$ cat src/rtl/not_gate_pipe.sv
// Elastic valid/ready pipeline that applies a per-word invert/pass/masked-invert transform.
// Optional macro NOT_GATE_PARITY_EN adds an out_parity bit carried alongside each word.
module not_gate_pipe #(
  parameter int WIDTH  = 8,
  parameter int STAGES = 2
) (
  input  logic             clk,
  input  logic             rst,
  input  logic             in_valid,
  output logic             in_ready,
  input  logic [WIDTH-1:0] in_data,
  input  logic [1:0]       mode,
  input  logic [WIDTH-1:0] mask,
  output logic             out_valid,
  input  logic             out_ready,
  output logic [WIDTH-1:0] out_data,
`ifdef NOT_GATE_PARITY_EN
  output logic             out_parity,
`endif
  output logic             busy
);

`ifdef NOT_GATE_PARITY_EN
  localparam int SW = WIDTH + 1;
`else
  localparam int SW = WIDTH;
`endif

  function automatic logic [WIDTH-1:0] transform(
    input logic [WIDTH-1:0] data,
    input logic [1:0]       op,
    input logic [WIDTH-1:0] msk
  );
    logic [WIDTH-1:0] res;
    case (op)
      2'b00:   res = ~data;
      2'b01:   res = data;
      2'b10:   res = data ^ msk;
      2'b11:   res = data ^ ~msk;
      default: res = ~data;
    endcase
    return res;
  endfunction

`ifdef NOT_GATE_PARITY_EN
  function automatic logic parity_of(input logic [WIDTH-1:0] word);
    return ^word;
  endfunction
`endif

  logic [WIDTH-1:0] xf_s;
  logic [SW-1:0]    stage_in_s;
  logic [STAGES:0]  r_s;
  logic             v_s [STAGES];
  logic [SW-1:0]    d_s [STAGES];
  logic [STAGES-1:0] v_vec_s;

  // transform the incoming word (and attach its parity when enabled)
  always_comb begin
    xf_s = transform(in_data, mode, mask);
`ifdef NOT_GATE_PARITY_EN
    stage_in_s = {parity_of(xf_s), xf_s};
`else
    stage_in_s = xf_s;
`endif
  end

  assign r_s[STAGES] = out_ready;
  assign in_ready    = r_s[0];

  for (genvar g = 0; g < STAGES; g++) begin : g_stage
    logic          v_r;
    logic [SW-1:0] d_r;
    logic          up_v_s;
    logic [SW-1:0] up_d_s;

    if (g == 0) begin : g_first
      assign up_v_s = in_valid;
      assign up_d_s = stage_in_s;
    end else begin : g_later
      assign up_v_s = v_s[g-1];
      assign up_d_s = d_s[g-1];
    end

    // an empty stage always accepts, so bubbles collapse under a stall
    assign r_s[g]     = ~v_r | r_s[g+1];
    assign v_s[g]     = v_r;
    assign d_s[g]     = d_r;
    assign v_vec_s[g] = v_r;

    // stage register; data only moves on a real word, never on a bubble
    always_ff @(posedge clk or posedge rst) begin
      if (rst) begin
        v_r <= 1'b0;
        d_r <= '0;
      end else if (r_s[g]) begin
        v_r <= up_v_s;
        if (up_v_s) begin
          d_r <= up_d_s;
        end
      end
    end
  end

  assign out_valid = v_s[STAGES-1];
  assign out_data  = d_s[STAGES-1][WIDTH-1:0];
`ifdef NOT_GATE_PARITY_EN
  assign out_parity = d_s[STAGES-1][WIDTH];
`endif
  assign busy = |v_vec_s;

endmodule
$ cat config.mk
export PLATFORM = sky130hd
export DESIGN_NAME = not_gate_pipe
export DESIGN_NICKNAME = d
export VERILOG_FILES = /design/src/rtl/not_gate_pipe.sv
export SDC_FILE = /design/constraint.sdc
export NUM_CORES = 1
export LEC_CHECK = 0
export ABC_AREA = 1
export BUFFER_PORTS_ARGS = -buffer_cell sky130_fd_sc_hd__buf_2
export CAP_MARGIN = 10
export CORE_MARGIN = 2
export CORE_UTILIZATION = 30
export CTS_CLUSTER_SIZE = 30
export DETAILED_ROUTE_END_ITERATION = 10
export PLACE_DENSITY = 0.59
export SYNTH_ARGS = -nofsm -noshare
export SYNTH_HDL_FRONTEND = slang
export SYNTH_SLANG_ARGS = --single-unit
$ cat constraint.sdc
create_clock -name clk -period 1 [get_ports clk]
set_input_delay 0 -clock clk [delete_from_list [all_inputs] [get_ports clk]]
set_output_delay 0 -clock clk [all_outputs]
set_load 0.02 [all_outputs]
==> results of run 1 <==
cells in the mapped netlist:
library cell / number
nand3_1: 32
buf_8: 1
buf_6: 2
inv_8: 1
inv_2: 2
or2_2: 1
nand2_4: 1
nor2_1: 8
nand3_2: 1
buf_2: 2
nand2_1: 71
inv_1: 18
dfrtp_1: 18
nand2_2: 5
layout make-up:
class	instances	share of cell area [%]
sequential	18	30.91
tap	46	3.938
multi-input combinational	119	37.93
inverter	21	6.421
clock buffer	4	2.483
timing repair buffer	42	18.32
metal layers:
| layer | vias up | track usage (%) | routed length, um |
|---|---|---|---|
| met1 | 464 | 15.04 | 1149 |
| met3 | 2 | 1.563 | 116 |
| li1 | 583 | - | - |
| met2 | 28 | 20.70 | 1115 |
| met4 | 0 | 4.787 | 14 |
| met5 | - | 0 | 0 |
metrics by stage:
stage | area, um^2 | power (uW) | cells | TNS [ns]
2_1_floorplan | 1111 | 1505 | 163 | 0
3_3_place_gp | 1311 | 1754 | 240 | 0
3_5_place_dp | 1311 | 1761 | 240 | 0
4_1_cts | 1406 | 2273 | 248 | -0.6026
5_1_grt | 1461 | 2465 | 250 | -1.238
6_report | 1461 | 2295 | 250 | -0.2309
what timing repair did:
item,in CTS,in global routing
cloned,0,1
hold buffers,1,0
pin swaps,1,0
setup endpoints to repair,2,20
buffers inserted,3,1
gates resized for setup,8,9
endpoints found under the hold margin,18,0
cell families (layout without fill, tap and decap cells):
logic type | after synthesis | count (layout)
buf+inv | 26 | 67
flops | 18 | 18
simple gates | 119 | 119
registers in the layout (all words and copies together) (netlist names):
register and cells:
g_stage.d_r 8, g_stage.v_r 1, out_data 8, out_valid 1
critical path: stages, from the launching register on:
cell	delay (ns)
dfrtp_1	0.41
or2_4	0.26
buf_6	0.13
how the worst max path moves through the flow:
| stage | cells past startpoint | endpoint | slack, ns | startpoint |
|---|---|---|---|---|
| after global placement | 3 | out_valid | 0.06 | g_stage[0].v_r |
| after CTS | 2 | busy | -0.08 | out_valid |
| after floorplan | 5 | g_stage[0].d_r[0] | 0.002 | out_valid |
| final | 2 | busy | -0.08 | g_stage[0].v_r |
| after detailed placement | 4 | out_data[0] | 0.04 | g_stage[0].v_r |
| after global routing | 2 | busy | -0.11 | out_valid |
cells in the final DEF (no fill, tap or decap), drive strengths merged:
cell / n
inv: 21
dfrtp: 18
buf: 41
nand3: 33
clkbuf: 4
dlygate4sd3: 1
or2: 1
nand2: 77
nor2: 8
power by group:
part	total (uW)	switching (uW)	internal (uW)
Clock	444	223	222
Combinational	857	510	347
Sequential	994	95.4	898
Total	2300	828	1470
==> flow_summary.ini, run 1 <==
[placed_design]
globalplace.congestion = 0.7439
portBuffers = 32
hpwl_mm = 1.792
dp_slack_ns = 0.04213

[synth]
muxShareOfSynthArea_pct = 0
syn-cell-area_um2 = 1100
avgSynthCellArea_um2 = 6.747
syn_inst = 163
synth.largest_area_cell = dfrtp_1
synth-xor-area-share_pct = 0
synth_compound_area_share_pct = 0
synth_top_family_by_area = simple AND/OR/NAND/NOR gates
synth_fp_nets = 185
synthAdderAreaFrac_pct = 0
yosys-top-cells-area = dfrtp_1 41%, nand2_1 24%, nand3_1 15%
ys_warn_count = 0
ys_types = 14
yosys.area_share.simple_pct = 46.87
yosysTopAreaCellShare_pct = 40.96
yosysSeqAreaShare_pct = 40.96
ys_ff_latch = 18

[global_routing]
grt_pass1_vias = 973
track_usage_pct = 11.97
grt_pass1_wl_mm = 4.036
grt_max_degree = 19
antenna_found_initial = 0
grt-ovfl-total = 0

[layout]
diodes = 0
multi_input_area_um2 = 554.3
n_fill_cell = 369
fin_nets = 227
drive_above_1_share_pct = 29.41
seqCellArea_um2 = 451.7
area_growth_pct = 32.88
utilization_pct = 42.78

[clock_tree]
clock_path_buffers = 2
clk_pin_slew_ns = 0.10
clkSinkCount = 18
cts_max_level = 1
clk_latency_ns = 0.29
cts-root-buf = clkbuf_4
cts-buffers-inserted = 3
cts_tree = built

[sta]
worstMarginPinSlew_ns = 0.2231
setup_violations = 9
hold_viol = 0
fin_worst_skew_ns = 0.002460
worst_slack_ns = -0.08272
clock.fmax_mhz = 923.6
slew_headroom_pct = 85.13
hold_slack_ns = 0.01943
period_share_pct = 108.3
rsz0062_at_grt = yes
timing.final.max_slew_violations = 0
final.min_clock_period_ns = 1.083

[pwr]
peakVddDrop_v = 0.0004648
pwr_density_cell_nw_per_um2 = 1571
power.leakage_uw = 0.0008469

[drt]
drtIter0Drc = 44
routedWlPerCell_um = 9.584
vias_per_cell = 4.308
vias = 1077
drtAntennaViolNets = 0
drc = 0
dr.pass1.iters = 4
routed_wl_mm = 2.396

[setup_path]
reg2reg_to = g_stage[0].d_r[6]
reg2reg_slack_ns = -0.02
ff2ff_path_depth = 6
arrival_ns = 1.08
crit_type = reg -> out
worstSetupStartpointType = flop
setup.worst_path.end_class = output port
required_ns = 1.00
r2r-start = g_stage[0].v_r
cp_max_fo = 2

[die]
dieArea_um2 = 4166
std_cell_rows = 21
die_x_um = 64.55
core_um2 = 3416
start_util_pct = 32.20
die_y_um = 64.55
io_pins = 33

[outcome]
violations = negative setup slack
status = finished with violations

[min_path]
hold_depth = 3
min_to = g_stage[0].v_r
hp-start = in_valid
hold_class = in -> reg

[job]
drv_cap = 0
Power figures use the tool's default switching activity.
==> inputs of run 2 (changes only) <==
Settings changed: ABC_AREA 1 to not set, PLACE_DENSITY 0.59 to 0.61.
==> run 2 against run 1 <==
Against the previous run:
- the flow still finishes with violations (negative setup slack)
- via count down 44%
- sequential cell count unchanged
- power down 0.55%
- first-iteration DRC count down 86%
- worst hold slack better by 0.094 ns
- critical path depth up 1
- highest routed layer unchanged
==> flow_summary.ini, run 2 <==
[setup_path]
r2r-start = out_valid
worst-path-stages = 3
slowest_delay_ns = 0.43
path_common_cell = buf_6
setup.worst_path.end_class = output port
cp_max_fo = 3
reg2reg_to = out_data[1]
reg2reg_slack_ns = -0.15
ff2ff_path_depth = 3
crit_family = flip-flops
worstSetupStartpointType = flop
arrival_ns = 1.19
crit_type = reg -> out
required_ns = 1.00
critPathSlowestCell = dfrtp_2
path_cells = buf_6, or2_4, buf_6
path_buf_inv = 2

[synth]
synth_fp_nets = 89
yosysTopAreaCellShare_pct = 51.28
synth-xor-area-share_pct = 15.95
synth.largest_area_cell = dfrtp_1
muxShareOfSynthArea_pct = 20.51
synthTopCellsByCount = 18 x dfrtp_1, 16 x mux2_2, 8 x nor2b_1, 8 x xnor2_1, 8 x xor2_1
synth_compound_area_share_pct = 0
yosys-top-cells-area = dfrtp_1 51%, mux2_2 21%, xnor2_1 8.0%
avgSynthCellArea_um2 = 13.11
synthFlopType = dfrtp_1
yosys.area_share.simple_pct = 10.54
synth_edf_count = 0
syn-cell-area_um2 = 878.3
yosysSeqAreaShare_pct = 51.28
synthAdderAreaFrac_pct = 0
ys_types = 12
async_flop_share_pct = 100.0
syn_inst = 67
ys_ff_latch = 18
synth_top_family_by_area = multiplexers
yosys.cell_count.top_type = dfrtp_1
ys_warn_count = 0

[layout]
drive_above_1_share_pct = 56.36
layout_commonest_cell = buf_2
n_fill_cell = 264
utilization_pct = 45.42
diodes = 0
area_growth_pct = 42.59
fin_nets = 133
layout_common_cells = 29 x buf_2, 17 x dfrtp_1, 10 x mux2_4

[sta]
rsz0062_at_grt = yes
final.min_clock_period_ns = 1.190
slew_headroom_pct = 84.33
setup_violations = 19
hold_slack_ns = 0.1136
clock.fmax_mhz = 840.3
hold_viol = 0
worstMarginPinSlew_ns = 0.2351
period_share_pct = 119.0
worst_slack_ns = -0.1900
timing.final.max_slew_violations = 0
final.setup.tns_ns = -2.616
fin_worst_skew_ns = 0.001154

[die]
dieArea_um2 = 3377
die_x_um = 58.11
start_util_pct = 31.85
core_um2 = 2758
std_cell_rows = 19
die_y_um = 58.11
io_pins = 33

[clock_tree]
clock_path_buffers = 2
cts-root-buf = clkbuf_4
cts_tree = built
clk_latency_ns = 0.28
clkSinkCount = 18
cts_max_level = 1
cts-buffers-inserted = 3
clk_pin_slew_ns = 0.09

[pwr]
power.leakage_uw = 0.0006032
pwr_density_cell_nw_per_um2 = 1823
peakVddDrop_v = 0.0009026

[global_routing]
grt-ovfl-total = 0
track_usage_pct = 10.24
grt_pass1_vias = 563
grt_pass1_wl_mm = 2.525
grt_max_degree = 19
antenna_found_initial = 0

[min_path]
hold_depth = 4
min_to = g_stage[0].d_r[3]
hold_class = in -> reg
hp-start = mask[3]

[drt]
drtAntennaViolNets = 0
routedWlPerCell_um = 10.72
drc = 0
vias_per_cell = 4.277
vias = 603
dr.pass1.iters = 2
drtIter0Drc = 6
routed_wl_mm = 1.512

[placed_design]
portBuffers = 32
hpwl_mm = 1.234
dp_slack_ns = -0.1939
globalplace.congestion = 0.6530

[outcome]
violations = negative setup slack
status = finished with violations

[job]
drv_cap = 0
[run 2: cell count changes after synthesis, moves of 2 or more]
| cell | change |
|---|---|
| inv_1 | -17 |
| nand2_1 | -70 |
| nor2_1 | -8 |
| nand3_1 | -32 |
| xnor2_1 | +8 |
| xor2_1 | +8 |
| nand2_2 | -4 |
| mux2_2 | +16 |
| nand2b_1 | +3 |
| nor2b_1 | +8 |
| buf_2 | -2 |
| inv_2 | -2 |
[run 2: repair_timing]
action                                  4_1_cts  5_1_grt
endpoints found under the hold margin        19        0
setup buffers                                 1        1
gates cloned                                  0        0
pin swaps                                     1        1
hold buffers                                  2        0
resized for setup                             7        2
endpoints found under the setup margin       18       19
[run 2: cells by family after synthesis]
group	count (synthesis)
simple gates	15
flops	18
xor+xnor	16
buf+inv	2
mux	16
[run 2: worst max-delay path by stage]
stage / from / slack, ns / to
2_1_floorplan: out_valid / -0.37 / g_stage[0].d_r[0]
3_3_place_gp: g_stage[0].v_r / -0.16 / g_stage[0].d_r[5]
3_5_place_dp: g_stage[0].v_r / -0.19 / g_stage[0].d_r[0]
4_1_cts: out_valid / -0.19 / busy
5_1_grt: out_valid / -0.24 / busy
6_report: out_valid / -0.19 / busy
[run 2: layout make-up]
cell class	count	area, um^2	share of cell area (%)
multi-input cells	47	474.2	37.86
inverters	1	3.754	0.2997
flip-flops and latches	18	451.7	36.06
clock buffers	4	36.28	2.897
well taps	31	38.79	3.097
repair buffers	40	247.7	19.78
[run 2: routing by layer]
| metal | up-vias | track usage (%) | part of all wire [%] |
|---|---|---|---|
| met1 | 270 | 12.82 | 45 |
| met5 | - | 0 | 0 |
| met3 | 2 | 2.009 | 6.4 |
| met2 | 26 | 15.42 | 46 |
| li1 | 305 | - | - |
| met4 | 0 | 7.973 | 1.8 |
[run 2: metrics by stage]
stage | std cells | total power (uW) | cell area (um^2)
after floorplan | 67 | 1590 | 929.6
after global placement | 133 | 1824 | 1147
after detailed placement | 133 | 1850 | 1147
after CTS | 140 | 2314 | 1239
after global routing | 141 | 2444 | 1252
final | 141 | 2283 | 1252
[run 2: power breakdown]
part	leakage, uW	internal, uW	switching, uW
sequential	0.000208	932	107
clock	0.0000210	222	209
combinational	0.000375	442	371
total	0.000603	1600	687
[run 2: worst register-to-register path: cells and delay by family (launching register included)]
family | cells | cell delay [ns]
DFF | 1 | 0.43
and+or+nand+nor | 2 | 0.31
muxes | 1 | 0.31
==> inputs of run 3 (changes only) <==
Settings changed: PLACE_DENSITY 0.61 to 0.64.
==> run 3 against run 2 <==
Against the previous run:
- largest power group unchanged
- sequential power about the same
- critical path depth unchanged
- maximum frequency up 0.26%
- global-route usage down 0.93 points
- clock skew up 0.0058 ns
- the run still ends with negative setup slack left
- wire length down 0.93%
- critical path type unchanged
- clock-buffer cell count unchanged
- register-to-register slack about the same
- clock power down 17%
- combinational power about the same
- sequential cell count unchanged
==> flow_summary.ini, run 3 (synthesis results as in run 2) <==
[clock_tree]
clk_latency_ns = 0.28
clkSinkCount = 18
post-cts-setup-buffers = 0
cts_max_level = 1
cts-buffers-inserted = 3
clk_pin_slew_ns = 0.10
cts-root-buf = clkbuf_4
clock_path_buffers = 2
cts_tree = built

[setup_path]
path_common_cell = buf_6
path_buf_inv = 2
slowest_delay_ns = 0.41
r2r-start = out_valid
cp_max_fo = 3
reg2reg_to = g_stage[0].d_r[6]
reg2reg_slack_ns = -0.16
worstSetupStartpointType = flop
required_ns = 1.00
crit_type = reg -> out
critPathSlowestCell = dfrtp_1
arrival_ns = 1.19
setup.worst_path.end_class = output port
crit_family = flip-flops
path_cells = buf_6, or2_4, buf_6
ff2ff_path_depth = 3
crit_start = g_stage[0].v_r

[sta]
hold_slack_ns = 0.1160
rsz0062_at_grt = yes
setup_violations = 18
fin_worst_skew_ns = 0.006991
timing.final.max_slew_violations = 0
final.min_clock_period_ns = 1.187
worstMarginPinSlew_ns = 0.2176
clock.fmax_mhz = 842.5
worst_slack_ns = -0.1869
slew_headroom_pct = 85.49
hold_viol = 0
period_share_pct = 118.7

[drt]
routed_wl_mm = 1.498
drtIter0Drc = 0
routedWlPerCell_um = 10.70
dr.pass1.iters = 1
drtAntennaViolNets = 0
drc = 0
vias = 604
vias_per_cell = 4.314

[outcome]
status = finished with violations
violations = negative setup slack

[global_routing]
grt_pass1_vias = 543
grt_max_degree = 19
grt_pass1_wl_mm = 2.442
antenna_found_initial = 0
grt-ovfl-total = 0
track_usage_pct = 9.316

[layout]
fin_nets = 132
layout_common_cells = 29 x buf_2, 17 x dfrtp_1, 10 x mux2_4
final_cells = 140
layout_commonest_cell = buf_2
design_area_um2 = 1230
drive_above_1_share_pct = 55.05
utilization_pct = 44.60
diodes = 0
area_growth_pct = 40.03
n_fill_cell = 256

[placed_design]
globalplace.congestion = 0.6305
dp_cells = 134
dpl-instance-area_um2 = 1155
portBuffers = 32
hpwl_mm = 1.252

[die]
start_util_pct = 31.85
die_x_um = 58.11
std_cell_rows = 19
die_y_um = 58.11
core_um2 = 2758
io_pins = 33
dieArea_um2 = 3377

[pwr]
pwr_density_cell_nw_per_um2 = 1795
power.leakage_uw = 0.0005951
peakVddDrop_v = 0.0008801

[min_path]
hp-start = mask[4]
hold_depth = 4
hold_class = in -> reg
min_to = g_stage[0].d_r[4]

[job]
drv_cap = 0
==> run 3: layer usage <==
metal  wire (um)  part of all wire, %  GRT usage [%]  vias up
met5           0                    0              0        -
met4          14                 0.93          4.983        0
met3         112                  7.5         0.8929        2
met2         649                   43          14.12       31
met1         722                   48          13.14      268
li1            -                    -              -      303
==> run 3: per-stage QoR <==
step | setup WS [ns] | total power, uW | setup TNS [ns]
detailed placement | -0.1293 | 1856 | -1.872
global route | -0.2258 | 2337 | -3.400
global placement | -0.1064 | 1830 | -1.540
CTS | -0.1942 | 2229 | -2.523
finish | -0.1869 | 2208 | -2.414
floorplan | -0.3677 | 1590 | -3.779
==> run 3: what timing repair did <==
item                       CTS  global route
hold buffers                 2             0
hold endpoints to repair    19             0
resized for setup            7             2
cloned                       0             0
setup endpoints to repair   18            19
pin swaps                    1             0
==> run 3: report_power, final <==
group,internal (uW),switching [uW]
Sequential,932,107
Combinational,437,375
Clock,155,202
Total,1520,683
==> run 3: area by class of cell <==
type                    count  area (um^2)  area share (%)
clock buffers               4        26.28           2.136
well taps                  31        38.79           3.154
multi-input cells          47        465.4           37.84
inverters                   1        3.754          0.3052
flip-flops and latches     18        451.7           36.72
repair buffers             39        244.0           19.84
==> run 3: worst max path at each step <==
stage,to,depth (start not counted)
6_report,busy,3
5_1_grt,g_stage[0].d_r[7],3
4_1_cts,busy,3
3_5_place_dp,g_stage[0].d_r[5],3
3_3_place_gp,g_stage[0].d_r[6],3
2_1_floorplan,g_stage[0].d_r[0],3
==> run 3: worst min-delay path, delay by kind of cell <==
| family | cells | cell delay, ns |
|---|---|---|
| buffers and inverters | 1 | 0.08 |
| muxes | 1 | 0.13 |
| and+or+nand+nor | 1 | 0.04 |
| xor gates and xnor gates | 1 | 0.13 |
